[src/rtl/fitness_pkg.sv]
// Shared codes and thresholds for the fitness-tracker datapath.
// Holds the heart-rate classification, workout-intensity and comparator
// codes, the bpm thresholds, and a helper that classifies one heart rate.
package fitness_pkg;

    typedef enum logic [1:0] {
        SAFE      = 2'b00,
        WARNING   = 2'b01,
        EMERGENCY = 2'b10
    } hr_class_e;

    typedef enum logic [1:0] {
        WARMUP         = 2'b00,
        FAT_BURN       = 2'b01,
        INTENSE_CARDIO = 2'b10
    } intensity_e;

    typedef enum logic [1:0] {
        SAME   = 2'b00,
        HIGHER = 2'b01,
        LOWER  = 2'b10
    } hr_cmp_e;

    // Instantaneous heart-rate thresholds (bpm)
    localparam logic [7:0]  HR_WARN    = 8'd140;
    localparam logic [7:0]  HR_EMERG   = 8'd170;
    // Average heart-rate thresholds, sized to the averaged output
    localparam logic [31:0] INT_FAT    = 32'd130;
    localparam logic [31:0] INT_CARDIO = 32'd150;

    function automatic hr_class_e classify_hr(input logic [7:0] hr);
        if (hr >= HR_EMERG)     return EMERGENCY;
        else if (hr >= HR_WARN) return WARNING;
        else                    return SAFE;
    endfunction

endpackage

[src/rtl/heart_rate_step_comparator.sv]
// Purely combinational comparison of the current sample against the
// previous one.
//   hr_input, previous_hr        : heart rates (bpm)
//   steps_input, previous_steps  : steps-per-second values
//   hr_comparison                : SAME / HIGHER / LOWER (11 never driven)
//   step_feedback                : 1 = keeping pace, 0 = go faster
module heart_rate_step_comparator
    import fitness_pkg::*;
(
    input  logic [7:0] hr_input,
    input  logic [7:0] previous_hr,
    input  logic [1:0] steps_input,
    input  logic [1:0] previous_steps,
    output logic [1:0] hr_comparison,
    output logic       step_feedback
);

    always_comb begin
        hr_comparison = SAME;
        if (hr_input > previous_hr)      hr_comparison = HIGHER;
        else if (hr_input < previous_hr) hr_comparison = LOWER;
    end

    assign step_feedback = (steps_input >= previous_steps);

endmodule

[src/rtl/step_calculator_dataflow.sv]
// Fitness-tracker datapath: one sample per valid clock edge (one second).
// Accumulates steps, distance, elapsed time, calories and heart-rate sum,
// tracks peak heart rate and classifies the latest sample; the average
// heart rate and workout intensity are derived combinationally.
//   clk, rst (sync, active high)    : clock and reset
//   hr_input, steps_per_second,
//   stride_length, valid_input      : sensor sample and its strobe
//   previous_hr, previous_steps     : comparator reference values
//   total_steps/distance/calories,
//   time_elapsed, max_heart_rate,
//   heart_rate_classification       : registered statistics
//   average_heart_rate,
//   workout_intensity, hr_comparison,
//   step_feedback                   : combinational results
module step_calculator_dataflow
    import fitness_pkg::*;
(
    input  logic        clk,
    input  logic        rst,
    input  logic [7:0]  hr_input,
    input  logic [1:0]  steps_per_second,
    input  logic [7:0]  stride_length,
    input  logic        valid_input,
    input  logic [7:0]  previous_hr,
    input  logic [1:0]  previous_steps,
    output logic [15:0] total_steps,
    output logic [31:0] total_distance,
    output logic [7:0]  time_elapsed,
    output logic [1:0]  heart_rate_classification,
    output logic [7:0]  max_heart_rate,
    output logic [31:0] total_calories,
    output logic [31:0] average_heart_rate,
    output logic [1:0]  workout_intensity,
    output logic [1:0]  hr_comparison,
    output logic        step_feedback
);

    logic [31:0] hr_sum;
    logic [15:0] sample_count;
    logic [9:0]  dist_inc;

    // Max product 3 * 255 = 765 fits in 10 bits
    assign dist_inc = {8'd0, steps_per_second} * {2'd0, stride_length};

    always_ff @(posedge clk) begin
        if (rst) begin
            total_steps               <= '0;
            total_distance            <= '0;
            time_elapsed              <= '0;
            heart_rate_classification <= '0;
            max_heart_rate            <= '0;
            total_calories            <= '0;
            hr_sum                    <= '0;
            sample_count              <= '0;
        end else if (valid_input) begin
            total_steps    <= total_steps + {14'd0, steps_per_second};
            total_distance <= total_distance + {22'd0, dist_inc};
            // Elapsed time freezes at 255; every other accumulator wraps
            if (time_elapsed != 8'hFF)
                time_elapsed <= time_elapsed + 8'd1;
            sample_count   <= sample_count + 16'd1;
            hr_sum         <= hr_sum + {24'd0, hr_input};
            if (hr_input > max_heart_rate)
                max_heart_rate <= hr_input;
            total_calories <= total_calories + {28'd0, hr_input[7:4]}
                                             + {30'd0, steps_per_second};
            heart_rate_classification <= classify_hr(hr_input);
        end
    end

    // Guard the divide so an empty session reads as 0 rather than X
    always_comb begin
        average_heart_rate = '0;
        if (sample_count != 16'd0)
            average_heart_rate = hr_sum / {16'd0, sample_count};
    end

    always_comb begin
        workout_intensity = WARMUP;
        if (average_heart_rate >= INT_CARDIO)   workout_intensity = INTENSE_CARDIO;
        else if (average_heart_rate >= INT_FAT) workout_intensity = FAT_BURN;
    end

    heart_rate_step_comparator u_cmp (
        .hr_input       (hr_input),
        .previous_hr    (previous_hr),
        .steps_input    (steps_per_second),
        .previous_steps (previous_steps),
        .hr_comparison  (hr_comparison),
        .step_feedback  (step_feedback)
    );

endmodule

[config.mk]
export PLATFORM = sky130hd
export DESIGN_NAME = step_calculator_dataflow
export DESIGN_NICKNAME = d
export VERILOG_FILES = /design/src/rtl/fitness_pkg.sv /design/src/rtl/heart_rate_step_comparator.sv /design/src/rtl/step_calculator_dataflow.sv
export SDC_FILE = /design/constraint.sdc
export NUM_CORES = 2
export LEC_CHECK = 0
export ABC_CLOCK_PERIOD_IN_PS = 132100
export CAP_MARGIN = 20
export CORE_MARGIN = 4
export CORE_UTILIZATION = 38
export DETAILED_ROUTE_END_ITERATION = 10
export GPL_ROUTABILITY_DRIVEN = 0
export PLACE_DENSITY = 0.62
export SLEW_MARGIN = 20
export SYNTH_ARGS = -nofsm -noshare
export SYNTH_HDL_FRONTEND = slang
export SYNTH_SLANG_ARGS = --single-unit
[constraint.sdc]
create_clock -name clk -period 132.1 [get_ports clk]
set_input_delay 13.21 -clock clk [delete_from_list [all_inputs] [get_ports clk]]
set_output_delay 13.21 -clock clk [all_outputs]
set_load 0.05 [all_outputs]
# --- Word-level counts from Yosys, hierarchy flattened ---
# Index checks and enable logic that the tools add are counted.
totals:
  reg_bits: 146
  in_bits: 31
  out_inout_bits: 135
  wordCells: 36
classes:
  addsub: 7
  multipliers: 1
  div_mod_pow: 1
  order_cmp: 8
  n_eq_ne: 1
  n_mux: 7
  reduce_logical: 3
op_table:
  columns: ["op", "n"]
  rows:
  - ["$ge A32 B8 Y1 const B", 2]
  - ["$add A32 B10 Y32", 1]
  - ["$add A32 B2 Y32", 1]
  - ["$add A32 B4 Y32", 1]
  - ["$add A32 B8 Y32", 1]
  - ["$div A32 B16 Y32", 1]
  - ["$mux W32", 1]
  - ["$add A16 B1 Y16 const B", 1]
  - ["$add A16 B2 Y16", 1]
  - ["$ge A8 B8 Y1 const B", 2]
  - ["$gt A8 B8 Y1", 2]
  - ["$reduce_bool A16 Y1", 1]
  - ["$mul A2 B8 Y10", 1]
  - ["$add A8 B1 Y8 const B", 1]
  - ["$lt A8 B8 Y1", 1]
  - ["$mux W2", 4]
  - ["$ne A8 B8 Y1 const B", 1]
  - ["$reduce_and A2 Y1", 2]
  - ["$ge A2 B2 Y1", 1]
  - ["$mux W1", 2]

# --- Longest topological paths before layout ---
logic_depth:
  depth_word: 5
  mapped_depth: 475
  mapped_depth_nobuf: 435

# --- Hierarchy ---
# From an unflattened synthesis, not the netlist that was laid out.
hier_totals:
  hier_cells: 4157
  area_unflattened_um2: 29955.0
modules_own_cells:
  columns: ["module", "n_inst", "cells_per_inst", "area_per_inst_um2", "seq_area_each_um2"]
  rows:
  - ["step_calculator_dataflow", 1, 4122, 29689.7, 2922.8]
  - ["heart_rate_step_comparator", 1, 35, 265.3, 0.0]

# --- Worst setup path after synthesis ---
# OpenSTA, ideal clock, no wires.
synth_timing:
  kind: "register to output"
  startpoint: "reg sample_count[15]"
  endpoint: "out average_heart_rate[0]"
  arrival_time_ps: 88695
  t_required_ps: 118890
  setup_slack_ps: 30195
  stages_incl_launch_ff: 452
  n_path_buf: 47
  cell_sequence: "dfxtp_1 > or4_1 > buf_6 > nor4_4 > and3_1 > nor2_1 > ha_1 > o21a_1 > or2_2 > nand4_1 > o31a_1 > inv_1 > ha_1 > a21oi_1 > a21oi_1 > and2_1 > o31ai_1 > ha_1 > (+416 left out) > nand2b_1 > a21oi_1 > nor2b_1 > o21ai_0 > nand2b_1 > a21oi_1 > nor2b_1 > o21ai_0 > nand2b_1 > a21oi_1 > nor2b_1 > o21ai_0 > nand2b_1 > a21oi_1 > nand3_1 > a21oi_1 > o2111ai_1 > o21a_1"
synth_between:
  elab_chain_cells: 2
  elab_cells_between_ends: 3
  classes_between: "div (1); mux (1); reduce/logical (1)"
synth_rtl:
  columns: ["element", "line_no", "source"]
  rows:
  - ["from (decl)", "step_calculator_dataflow.sv:39", "logic [15:0] sample_count;"]
  - ["from (signal assigned)", "step_calculator_dataflow.sv:61", "sample_count <= sample_count + 16'd1;"]
  - ["$div A32 B16 Y32 or $reduce_bool A16 Y1 (tied branches)", "step_calculator_dataflow.sv:75, step_calculator_dataflow.sv:74", null]
  - ["$mux W32 *", "step_calculator_dataflow.sv:74", "if (sample_count != 16'd0)"]
  - ["to (decl)", "step_calculator_dataflow.sv:32", "output logic [31:0] average_heart_rate,"]
# Every way passes the cells marked *; elsewhere a longest branch is shown, timed or not.

# --- Worst setup path after layout ---
# Same ends and word-level chain as after synthesis.

==> key figures <==
STA
  • Worst-Margin Slew: 1080 ps
  • Final hold vios: 0
  • Min Tclk post-route: 114,540 ps
  • Slew HR: 27.8%
  • Worst Skew: 14.7 ps
  • Max Fclk: about 8.7 MHz
  • Final period util: slightly below 90%
  • Total negative slack: 0 ps
  • Final Max Slew Viols: 0
  • RSZ-0062 raised after global routing: false
  • Final Setup Violations: 0

Logic synthesis
  • Yosys warnings: 0
  • Synth top area cells: ha_1 (18%), dfxtp_1 (9.7%), nor2_1 (6.5%), o21a_1 (5.1%), nand2_1 (4.7%)
  • Synth Register Bits: around 150
  • Synth area leader: ha_1
  • Sequential area share after synthesis: 9.69%
  • Area of the mapped netlist: 30,200 um^2
  • Avg Cell Area, Syn: 7.21 um^2
  • Synthesized net count: 4,667
  • Yosys cell types: 120
  • Post-synthesis cell count: 4,182
  • Main synth FF type: dfxtp_1
  • Synth top area share: 18.3%
  • Number of synthesized flops with an enable pin: 0
  • FFs w/ async S/R, synth: 0%

Min path
  • HP Class: reg -> reg
  • Hold Path Origin: heart_rate_classification[1]$_SDFFE_PP0P_
  • Hold endpoint: heart_rate_classification[1]$_SDFFE_PP0P_
  • Hold Crit Depth: 2

Clocking
  • Worst-path clk slew: approximately 70 ps
  • H-Tree Depth: 4
  • CTS Buf Count: 17
  • CTS sink count: 146
  • Clock buffer depth: 2
  • Clock Latency Late Sink: 450 ps
  • PostCTS Resize Cnt: 0
  • # hold bufs at CTS: 0
  • CTS tree: built
  • Root Buffer: clkbuf_16
  • Setup bufs post-CTS: 0

GRT
  • First-pass GRT wire length: about 150 mm
  • Largest net degree at the start of global routing: 77
  • Antenna violations before repair: 1
  • Total Routing Usage GR: 21.9%
  • Vias in the first global route: 28,800
  • Overflow after GRT: 0

Worst setup path
  • Worst setup EP type: primary output
  • CP Class: reg -> out
  • Bufs and invs on worst path: 14
  • Cells on worst reg2reg path: 17
  • Slowest-stage cell, CP: o41ai_2
  • Crit path launch type: flip-flop
  • R2R Path Start: hr_sum[0]$_SDFFE_PP0P_
  • Crit Path Max Fanout: 37
  • Most used cell, CP: o21a_1
  • WP data arrival: 101,330 ps
  • Reg2reg end: hr_sum[30]$_SDFFE_PP0P_
  • Delay-heaviest family, CP: compound AO/OA/AOI/OAI gates
  • CP peak stage delay: 890 ps
  • Setup slack, reg-to-reg: 127,670 ps
  • Critical Path RT: 118,890 ps

Route
  • TritonRoute pass-1 iters: 6
  • DR vias/cell: ~6
  • ANT nets after route: 0
  • Total wire length: 95.2 mm
  • Vias: roughly 31,000
  • DRC viols: 0
  • Initial DRC Count: around 2,500
  • DR WL/cell: approximately 18 um

Die
  • Die H: 290 um
  • Initial Util: 38.3%
  • Die span in x: 290 um
  • Core Box Area: about 79,000 um^2
  • # rows: 103
  • Die ar.: 84,000 um^2
  • # IOs: 166

Cells and area
  • Layout Nets: 4,752
  • Area taken by multi-input logic gates: 26,200 um^2
  • Most frequent cells in the layout: nor2_1 (516), ha_1 (441), nand2_1 (379), a21oi_1 (273), nor3_1 (242)
  • Ant. Diodes: 0
  • Area grow syn2layout: 10.7%
  • Share of layout cells above drive strength 1: 6.99%
  • Most common cell after layout, fill and taps aside: nor2_1
  • Fillers: 8,105
  • Storage element area: 2920 um^2

Placement
  • IO Port Bufs: about 170
  • Post-DP HPWL: between 70 and 80 mm

Job
  • Max Cap Viol: 0

Outcome
  • Status: complete, no violations
## area by class of cell
cell class              instances  area share [%]
multi-input cells            3755            78.4
clock inverters                13           0.345
repair buffers                196            5.62
clock buffers                  18            1.29
inverters                     151            1.70
flip-flops and latches        146            8.75
well taps                    1050            3.93
## synth_stat cells (16+ instances only)
cell type and number:
xnor2_1 139, nand4_1 46, and3_1 35, o21ai_0 179
inv_1 151, mux2i_1 48, o21a_1 203, nand2b_1 36
clkbuf_1 98, a21boi_0 20, nor4_1 17, nand2_1 379
xor2_1 117, or2_2 63, a21o_1 91, nand3_1 103
a211oi_1 41, ha_1 441, o2111ai_1 16, dfxtp_1 146
o31ai_1 112, o211ai_1 40, mux2_2 82, nor3_1 242
a31oi_1 31, and2_1 45, nor2_1 521, or3_1 63
nor2b_1 38, a21oi_1 273
## flip-flops by register name, indices dropped and copies added, names as in the netlist
| register | flops |
|---|---|
| total_distance | 32 |
| total_calories | 32 |
| sample_count | 16 |
| hr_sum | 32 |
| time_elapsed | 8 |
| total_steps | 16 |
| max_heart_rate | 8 |
| heart_rate_classification | 2 |
## cells by family after synthesis
kind of cell / after synthesis / share of synthesized area, %
muxes: 134 / 4.84
xor gates and xnor gates: 257 / 7.48
adders and majority gates: 454 / 19.1
DFF: 146 / 9.69
and+or+nand+nor: 1673 / 26.8
AOI/OAI and AO/OA: 1237 / 28.3
buffers and inverters: 281 / 3.66
## worst min-delay path: stages (launching register included)
cell and delay [ps]:
dfxtp_1 310, nand2_1 60, a21oi_1 50
## worst max-delay path by stage
| stage | startpoint | endpoint | slack, ps | depth (start not counted) |
|---|---|---|---|---|
| after floorplan | sample_count[15]$_SDFFE_PP0P_ | average_heart_rate[0] | 30190 | 451 |
| after global placement | sample_count[15]$_SDFFE_PP0P_ | average_heart_rate[0] | 21680 | 418 |
| after detailed placement | sample_count[15]$_SDFFE_PP0P_ | average_heart_rate[0] | 19630 | 416 |
| after CTS | sample_count[15]$_SDFFE_PP0P_ | average_heart_rate[0] | 18780 | 417 |
| after global routing | sample_count[15]$_SDFFE_PP0P_ | average_heart_rate[0] | 9090 | 420 |
| final | sample_count[15]$_SDFFE_PP0P_ | average_heart_rate[0] | 17560 | 418 |
## per-layer routing
layer,track usage [%],wire (um)
met5,0,0
met4,6.17,2750
met3,3.61,5850
met2,35.0,40900
met1,30.4,45600
## stage by stage
stage | hold WS [ps] | worst slack [ps] | utilization (%) | instance area, um^2 | instances
finish | 471 | 17560 | 42.3 | 33400 | 5329
global placement | 451 | 21680 | 41.6 | 32800 | 5298
floorplan | 482 | 30190 | - | 30200 | 4182
detailed placement | 458 | 19630 | 41.6 | 32800 | 5298
global route | 508 | 9090 | 42.3 | 33400 | 5329
CTS | 472 | 18780 | 42.3 | 33400 | 5329
Power is left out: the tool's default activity adds up to more than one toggle a clock period on the data nets, which glitch-free logic cannot reach.
